===== config.mk =====
export PLATFORM = sky130hd
export DESIGN_NAME = gpi_debounce
export DESIGN_NICKNAME = d
export VERILOG_FILES = /design/src/rtl/gpi_debounce.sv
export SDC_FILE = /design/constraint.sdc
export NUM_CORES = 1
export LEC_CHECK = 0
export ABC_AREA = 1
export ABC_CLOCK_PERIOD_IN_PS = 1400
export BUFFER_PORTS_ARGS = -buffer_cell sky130_fd_sc_hd__buf_2
export CAP_MARGIN = 10
export CORE_MARGIN = 2
export CORE_UTILIZATION = 40
export CTS_BUF_LIST = sky130_fd_sc_hd__clkbuf_16
export DETAILED_ROUTE_END_ITERATION = 10
export GPL_ROUTABILITY_DRIVEN = 1
export SLEW_MARGIN = 20
export SYNTH_ARGS = -nofsm -noshare
export SYNTH_HDL_FRONTEND = slang
export SYNTH_SLANG_ARGS = --single-unit

===== constraint.sdc =====
create_clock -name clk_sys_i -period 1.4 [get_ports clk_sys_i]
set_input_delay 0 -clock clk_sys_i [delete_from_list [all_inputs] [get_ports clk_sys_i]]
set_output_delay 0 -clock clk_sys_i [all_outputs]
set_load 0.02 [all_outputs]

===== src/rtl/gpi_debounce.sv =====
// General-purpose input port: 2-flop sync, per-pin debounce, sticky edge pending, device-bus registers.
// Optional GPI_IRQ_EN adds the IRQ_EN register and the level interrupt; otherwise irq_o is tied low.
`timescale 1ns/1ps
module gpi_debounce #(
    parameter int unsigned GpiWidth       = 8,
    parameter int unsigned DebounceCycles = 1000
) (
    input  logic                clk_sys_i,
    input  logic                rst_sys_ni,
    input  logic [GpiWidth-1:0] gp_i,
    input  logic                device_req_i,
    input  logic [31:0]         device_addr_i,
    input  logic                device_we_i,
    input  logic [3:0]          device_be_i,
    input  logic [31:0]         device_wdata_i,
    output logic                device_rvalid_o,
    output logic [31:0]         device_rdata_o,
    output logic                irq_o
);

    localparam int unsigned    CntW   = $clog2(DebounceCycles + 1);
    localparam logic [CntW-1:0] CntMax = CntW'(DebounceCycles - 1);

    typedef enum logic [1:0] {
        RegValue = 2'd0,
        RegRise  = 2'd1,
        RegFall  = 2'd2,
        RegIrqEn = 2'd3
    } reg_addr_e;

    logic [GpiWidth-1:0] sync1_q, sync2_q;
    logic [GpiWidth-1:0] deb_q, deb_d;
    logic [CntW-1:0]     cnt_q [GpiWidth];
    logic [CntW-1:0]     cnt_d [GpiWidth];
    logic [GpiWidth-1:0] rise_q, rise_d, fall_q, fall_d;
    logic [GpiWidth-1:0] rise_set, fall_set;
    logic [GpiWidth-1:0] irq_en_val;
    logic                rvalid_q;
    logic [31:0]         rdata_q, rdata_d;

    reg_addr_e           addr_sel;
    logic                wr_en;
    logic [31:0]         be_mask;
    logic [31:0]         wr_bits;
    logic [GpiWidth-1:0] wr_bits_g;
    logic [31:0]         rd_val;
    logic                unused_bits;

    always_ff @(posedge clk_sys_i or negedge rst_sys_ni) begin
        if (!rst_sys_ni) begin
            sync1_q <= '0;
            sync2_q <= '0;
        end else begin
            sync1_q <= gp_i;
            sync2_q <= sync1_q;
        end
    end

    // A pin is accepted only after DebounceCycles consecutive cycles away from deb.
    always_comb begin
        deb_d = deb_q;
        for (int unsigned i = 0; i < GpiWidth; i++) begin
            cnt_d[i] = '0;
            if (sync2_q[i] != deb_q[i]) begin
                if (cnt_q[i] == CntMax) begin
                    deb_d[i] = sync2_q[i];
                end else begin
                    cnt_d[i] = cnt_q[i] + CntW'(1);
                end
            end
        end
    end

    always_ff @(posedge clk_sys_i or negedge rst_sys_ni) begin
        if (!rst_sys_ni) begin
            deb_q <= '0;
            for (int unsigned i = 0; i < GpiWidth; i++) begin
                cnt_q[i] <= '0;
            end
        end else begin
            deb_q <= deb_d;
            for (int unsigned i = 0; i < GpiWidth; i++) begin
                cnt_q[i] <= cnt_d[i];
            end
        end
    end

    assign rise_set = deb_d & ~deb_q;
    assign fall_set = ~deb_d & deb_q;

    assign addr_sel = reg_addr_e'(device_addr_i[3:2]);
    assign wr_en    = device_req_i & device_we_i;

    always_comb begin
        for (int unsigned b = 0; b < 4; b++) begin
            be_mask[8*b +: 8] = {8{device_be_i[b]}};
        end
    end

    assign wr_bits   = device_wdata_i & be_mask;
    assign wr_bits_g = wr_bits[GpiWidth-1:0];

    // Clear is applied before the set so a same-cycle edge keeps the bit pending.
    always_comb begin
        rise_d = rise_q;
        fall_d = fall_q;
        if (wr_en && addr_sel == RegRise) begin
            rise_d = rise_q & ~wr_bits_g;
        end
        if (wr_en && addr_sel == RegFall) begin
            fall_d = fall_q & ~wr_bits_g;
        end
        rise_d = rise_d | rise_set;
        fall_d = fall_d | fall_set;
    end

    always_ff @(posedge clk_sys_i or negedge rst_sys_ni) begin
        if (!rst_sys_ni) begin
            rise_q <= '0;
            fall_q <= '0;
        end else begin
            rise_q <= rise_d;
            fall_q <= fall_d;
        end
    end

`ifdef GPI_IRQ_EN
    logic [GpiWidth-1:0] irq_en_q, irq_en_d;
    logic                irq_q, irq_d;
    logic [GpiWidth-1:0] be_mask_g;

    assign be_mask_g = be_mask[GpiWidth-1:0];

    always_comb begin
        irq_en_d = irq_en_q;
        if (wr_en && addr_sel == RegIrqEn) begin
            irq_en_d = (irq_en_q & ~be_mask_g) | wr_bits_g;
        end
    end

    assign irq_d = |((rise_q | fall_q) & irq_en_q);

    always_ff @(posedge clk_sys_i or negedge rst_sys_ni) begin
        if (!rst_sys_ni) begin
            irq_en_q <= '0;
            irq_q    <= 1'b0;
        end else begin
            irq_en_q <= irq_en_d;
            irq_q    <= irq_d;
        end
    end

    assign irq_en_val = irq_en_q;
    assign irq_o      = irq_q;
`else
    assign irq_en_val = '0;
    assign irq_o      = 1'b0;
`endif

    always_comb begin
        rd_val = '0;
        unique case (addr_sel)
            RegValue: rd_val[GpiWidth-1:0] = deb_q;
            RegRise:  rd_val[GpiWidth-1:0] = rise_q;
            RegFall:  rd_val[GpiWidth-1:0] = fall_q;
            RegIrqEn: rd_val[GpiWidth-1:0] = irq_en_val;
            default:  rd_val = '0;
        endcase
    end

    always_comb begin
        rdata_d = '0;
        if (device_req_i && !device_we_i) begin
            rdata_d = rd_val;
        end
    end

    always_ff @(posedge clk_sys_i or negedge rst_sys_ni) begin
        if (!rst_sys_ni) begin
            rvalid_q <= 1'b0;
            rdata_q  <= '0;
        end else begin
            rvalid_q <= device_req_i;
            rdata_q  <= rdata_d;
        end
    end

    assign device_rvalid_o = rvalid_q;
    assign device_rdata_o  = rdata_q;

    assign unused_bits = ^{device_addr_i[31:4], device_addr_i[1:0], wr_bits};

endmodule


# Word-level counts from Yosys, hierarchy flattened
# Index checks and enable logic that the tools add are counted.
# Widths: inputs -> output; s select.
[op_classes]
n_mux = 36
add_sub_neg = 8
reduce_logical = 5
bitwise = 11
n_eq_ne = 19
[op_table]
columns = ["cell", "n"]
rows = [
  ["$mux 10", 16],
  ["$add 10x1->10 const B", 8],
  ["$eq 10x10->1 const B", 8],
  ["$and 8x8->8", 5],
  ["$pmux 8 s4", 1],
  ["$mux 8", 3],
  ["$not 8->8", 3],
  ["$mux 1", 16],
  ["$or 8x8->8", 2],
  ["$ne 1x1->1", 8],
  ["$eq 2x2->1 const B", 2],
  ["$logic_and 1x1->1", 3],
  ["$eq 2x1->1 const B", 1],
  ["$logic_not 2->1", 1],
  ["$and 1x1->1", 1],
  ["$logic_not 1->1", 1],
]
[word_totals]
in_bits = 80
output_inout_bits = 34
reg_bits = 153
word_cells = 94

# Depth between registers and ports, before layout
[depth]
word_depth = 6
ltp_mapped = 9
ltp_nobuf = 9

# Worst setup path before layout
# OpenSTA, ideal clock, no wires.
[synth_timing]
path_kind = "reg2reg"
from = "register cnt_q[30] (netlist name)"
to = "register cnt_q[36] (netlist name)"
period_less_slack_ps = 1250
arrival_ps = 1133
n_path_buf = 0
t_required_ps = 1282
setup_slack_ps = 150
setup_time_ps = 118
path_stages_with_launch = 9
path_cell_list = "dfrtp_1 > ha_1 > nand2_1 > inv_2 > nand2_1 > nor2_2 > nand3_1 > nand2_1 > nor2_1"
[synth_rtl]
columns = ["item", "line", "source"]
rows = [
  ["start: declaration", "33", "logic [CntW-1:0] cnt_q [GpiWidth];"],
  ["start signal: indexed assignment", "83", "cnt_q[i] <= cnt_d[i];"],
]

==> flow_summary.json <==
{
  "finalNetCount": 955,
  "worst_ep_required_time_ps": 1740,
  "fin_crit_ps": 1275,
  "setup-violations-final": 0,
  "synth_common_cells": "nand2_1 (194), dfrtp_1 (129), nor2_1 (117)",
  "avgSynthCellArea_um2": 8.193,
  "synth_edf_count": 0,
  "overflow": 0,
  "crit_path_cell_trace": "ha_1 -> nand2_1 -> inv_1 -> nand4_4 -> nand2_1 -> a21oi_1",
  "grt_pass1_vias": 4494,
  "cts_tree": "done",
  "r2r_cells": 6,
  "worst-path-stages": 6,
  "num_vias": 4903,
  "crit_arrival_ps": 1620,
  "max-vdd-ir-drop_mv": 0.8867,
  "period_share_pct": 91.06,
  "muxShareOfSynthArea_pct": 0,
  "yosys_register_bits": 129,
  "yosysMostFrequentCell": "nand2_1",
  "areaGrowthSynthToFinish_pct": 21.14,
  "synthArstFlopShare_pct": 100.0,
  "power.density_nw_per_um2": 1217,
  "maxCapViolations": 0,
  "wl_per_cell_um": 11.09,
  "antenna_cells": 0,
  "worst_slack_ps": 125.1,
  "grt_max_degree": 42,
  "synth_top_family_by_area": "simple AND/OR/NAND/NOR gates",
  "drtIter0Drc": 281,
  "core_area_um2": 15770,
  "clock_sinks": 129,
  "worstPathMaxFanout": 7,
  "syn_inst": 781,
  "ios": 114,
  "dp_hpwl_um": 8704,
  "critPathBufInv": 1,
  "slew_violations": 0,
  "slowest_stage": "dfrtp_1",
  "rsz0062_at_grt": "no",
  "drc": 0,
  "status": "finished clean",
  "grt_pass1_wl_um": 21070,
  "wirelength_um": 12160,
  "path_class": "flip-flop to flip-flop",
  "cts-root-buf": "clkbuf_16",
  "worstReg2RegEnd": "cnt_q[18]$_DFF_PN0_",
  "initial_core_util_pct": 40.57,
  "crit_path_max_incr_delay_ps": 380,
  "h-tree-depth": 4,
  "leakagePower_nw": 3.790,
  "synth_fa_ha_area_share_pct": 1.564,
  "post_cts_buffers": 0,
  "synthTopCellsByArea": "dfrtp_1 (50%), nand2_1 (11%), nor2_1 (6.9%)",
  "hold_end": "rise_q[1]$_DFF_PN0_",
  "critPathLaunchType": "flip-flop",
  "drive_gt1_share_pct": 15.45,
  "cp_common_cell": "nand2_1",
  "synthFlopType": "dfrtp_1",
  "rows": 46,
  "finalPower_mw": 9.437,
  "finClkSkew_ps": 6.313,
  "yosys.area.top_type": "dfrtp_1",
  "ys_seq_area_share_pct": 50.45,
  "cts.clk_slew.worst_paths_ps": 60,
  "synth-simple-area-share_pct": 32.03,
  "clk_path_buf_depth": 2,
  "cts_made_buffers": 17,
  "portBuffers": 31,
  "grt.total_usage_pct": 15.88,
  "r2r_setup_slack_ps": 130,
  "synth_top_cell_area_share_pct": 50.45,
  "synth_compound_area_share_pct": 4.009,
  "syn-cell-area_um2": 6399,
  "fp.dieH_um": 130.5,
  "worstHoldStart": "device_be_i[0]",
  "cp_top_family": "simple AND/OR/NAND/NOR gates",
  "setup_tns_ps": 0,
  "clock_latency_ps": 420,
  "gp_congestion": 0.7758,
  "ys_types": 28,
  "die_area_um2": 17020,
  "hold_depth": 4,
  "fmax_mhz": 784.4,
  "yosysWarningCount": 0,
  "viasPerCell": 4.474,
  "cp-end-kind": "flip-flop",
  "holdCritPathClass": "primary input to flip-flop",
  "rr_startpoint": "cnt_q[10]$_DFF_PN0_",
  "die_w_um": 130.5,
  "dr.pass1.iters": 6,
  "ant_nets": 0,
  "post-place-ws_ps": 45.05,
  "synthXorXnorAreaFrac_pct": 2.562,
  "hold_violations": 0,
  "antenna_found_initial": 0
}
-- registers in the layout (all words and copies together) (netlist names) --
register	cells
cnt_q	80
deb_q	8
device_rdata_o	8
fall_q	8
rise_q	8
sync1_q	8
sync2_q	8
device_rvalid_o	1
-- cell usage in the layout, fill, tap and decap left out, drive strengths merged --
cell,Yosys,final
nor2,142,142
ha,8,8
buf,26,51
xor2,15,15
xnor2,2,2
nand4,15,15
nand3,71,71
nand2,199,199
nor3,11,11
bufinv,0,5
o21ai,27,27
clkinv,0,6
clkbuf,0,17
o21a,2,2
a21oi,20,20
clkinvlp,0,2
conb,1,25
dfrtp,129,129
a31oi,1,1
inv,108,110
dlygate4sd3,0,18
nor3b,4,4
-- through the flow --
stage / hold WS, ps / cell area [µm²] / util, % / std cells
3_5_place_dp: -50.42 / 6904 / 43.78 / 1046
2_1_floorplan: -295.6 / 6489 / - / 805
4_1_cts: 18.01 / 7724 / 48.98 / 1096
3_3_place_gp: -58.57 / 6904 / 43.78 / 1046
5_1_grt: 61.09 / 7751 / 49.15 / 1096
6_report: 40.26 / 7751 / 49.15 / 1096
-- worst min-delay path, delay by kind of cell --
| kind | cells | cell delay (ps) |
|---|---|---|
| buffers and inverters | 1 | 180 |
| AND/OR/NAND/NOR | 1 | 90 |
| AO/OA/AOI/OAI | 2 | 150 |
-- routing by layer --
layer | vias up | routed length [µm] | track usage [%]
met5 | - | 0 | 0
met4 | 0 | 120 | 5.444
met3 | 10 | 513 | 4.601
met2 | 83 | 5513 | 24.02
met1 | 2253 | 6008 | 22.02
li1 | 2557 | - | -
-- power breakdown --
| group | switching [mW] | total [mW] | leakage (nW) | internal (mW) |
|---|---|---|---|---|
| Clock | 1.61 | 4.75 | 0.309 | 3.14 |
| Sequential | 0.103 | 4.03 | 1.71 | 3.92 |
| Combinational | 0.421 | 0.662 | 1.78 | 0.241 |
-- final cells by class --
cell class / instances / area (µm²)
timing repair buffer: 69 / 516.7
multi-input combinational: 542 / 2691
clock inverter: 15 / 214.0
fill: 1525 / 8019
inverter: 108 / 405.4
sequential: 129 / 3228
tap: 216 / 270.3
clock buffer: 17 / 425.4
-- kinds of logic (layout without fill, tap and decap cells) --
group / count (synthesis) / in the layout
and+or+nand+nor: 442 / 442
AOI/OAI and AO/OA: 50 / 50
buffers and inverters: 134 / 209
other: 1 / 25
DFF: 129 / 129
adders and majority gates: 8 / 8
xor gates and xnor gates: 17 / 17
-- how the worst max path moves through the flow --
| stage | startpoint | end | slack, ps |
|---|---|---|---|
| 5_1_grt | cnt_q[1]$_DFF_PN0_ | cnt_q[6]$_DFF_PN0_ | 4 |
| 3_5_place_dp | cnt_q[20]$_DFF_PN0_ | cnt_q[28]$_DFF_PN0_ | 50 |
| 4_1_cts | cnt_q[20]$_DFF_PN0_ | cnt_q[28]$_DFF_PN0_ | 40 |
| 6_report | cnt_q[10]$_DFF_PN0_ | cnt_q[18]$_DFF_PN0_ | 130 |
| 2_1_floorplan | cnt_q[30]$_DFF_PN0_ | cnt_q[36]$_DFF_PN0_ | 150 |
| 3_3_place_gp | cnt_q[20]$_DFF_PN0_ | cnt_q[29]$_DFF_PN0_ | 70 |
-- what timing repair did --
item / CTS / global route
hold buffers: 18 / 0
endpoints found under the hold margin: 154 / 0
setup endpoints to repair: 0 / 17
gates resized for setup: 0 / 9
(Power assumes the default switching activity.)
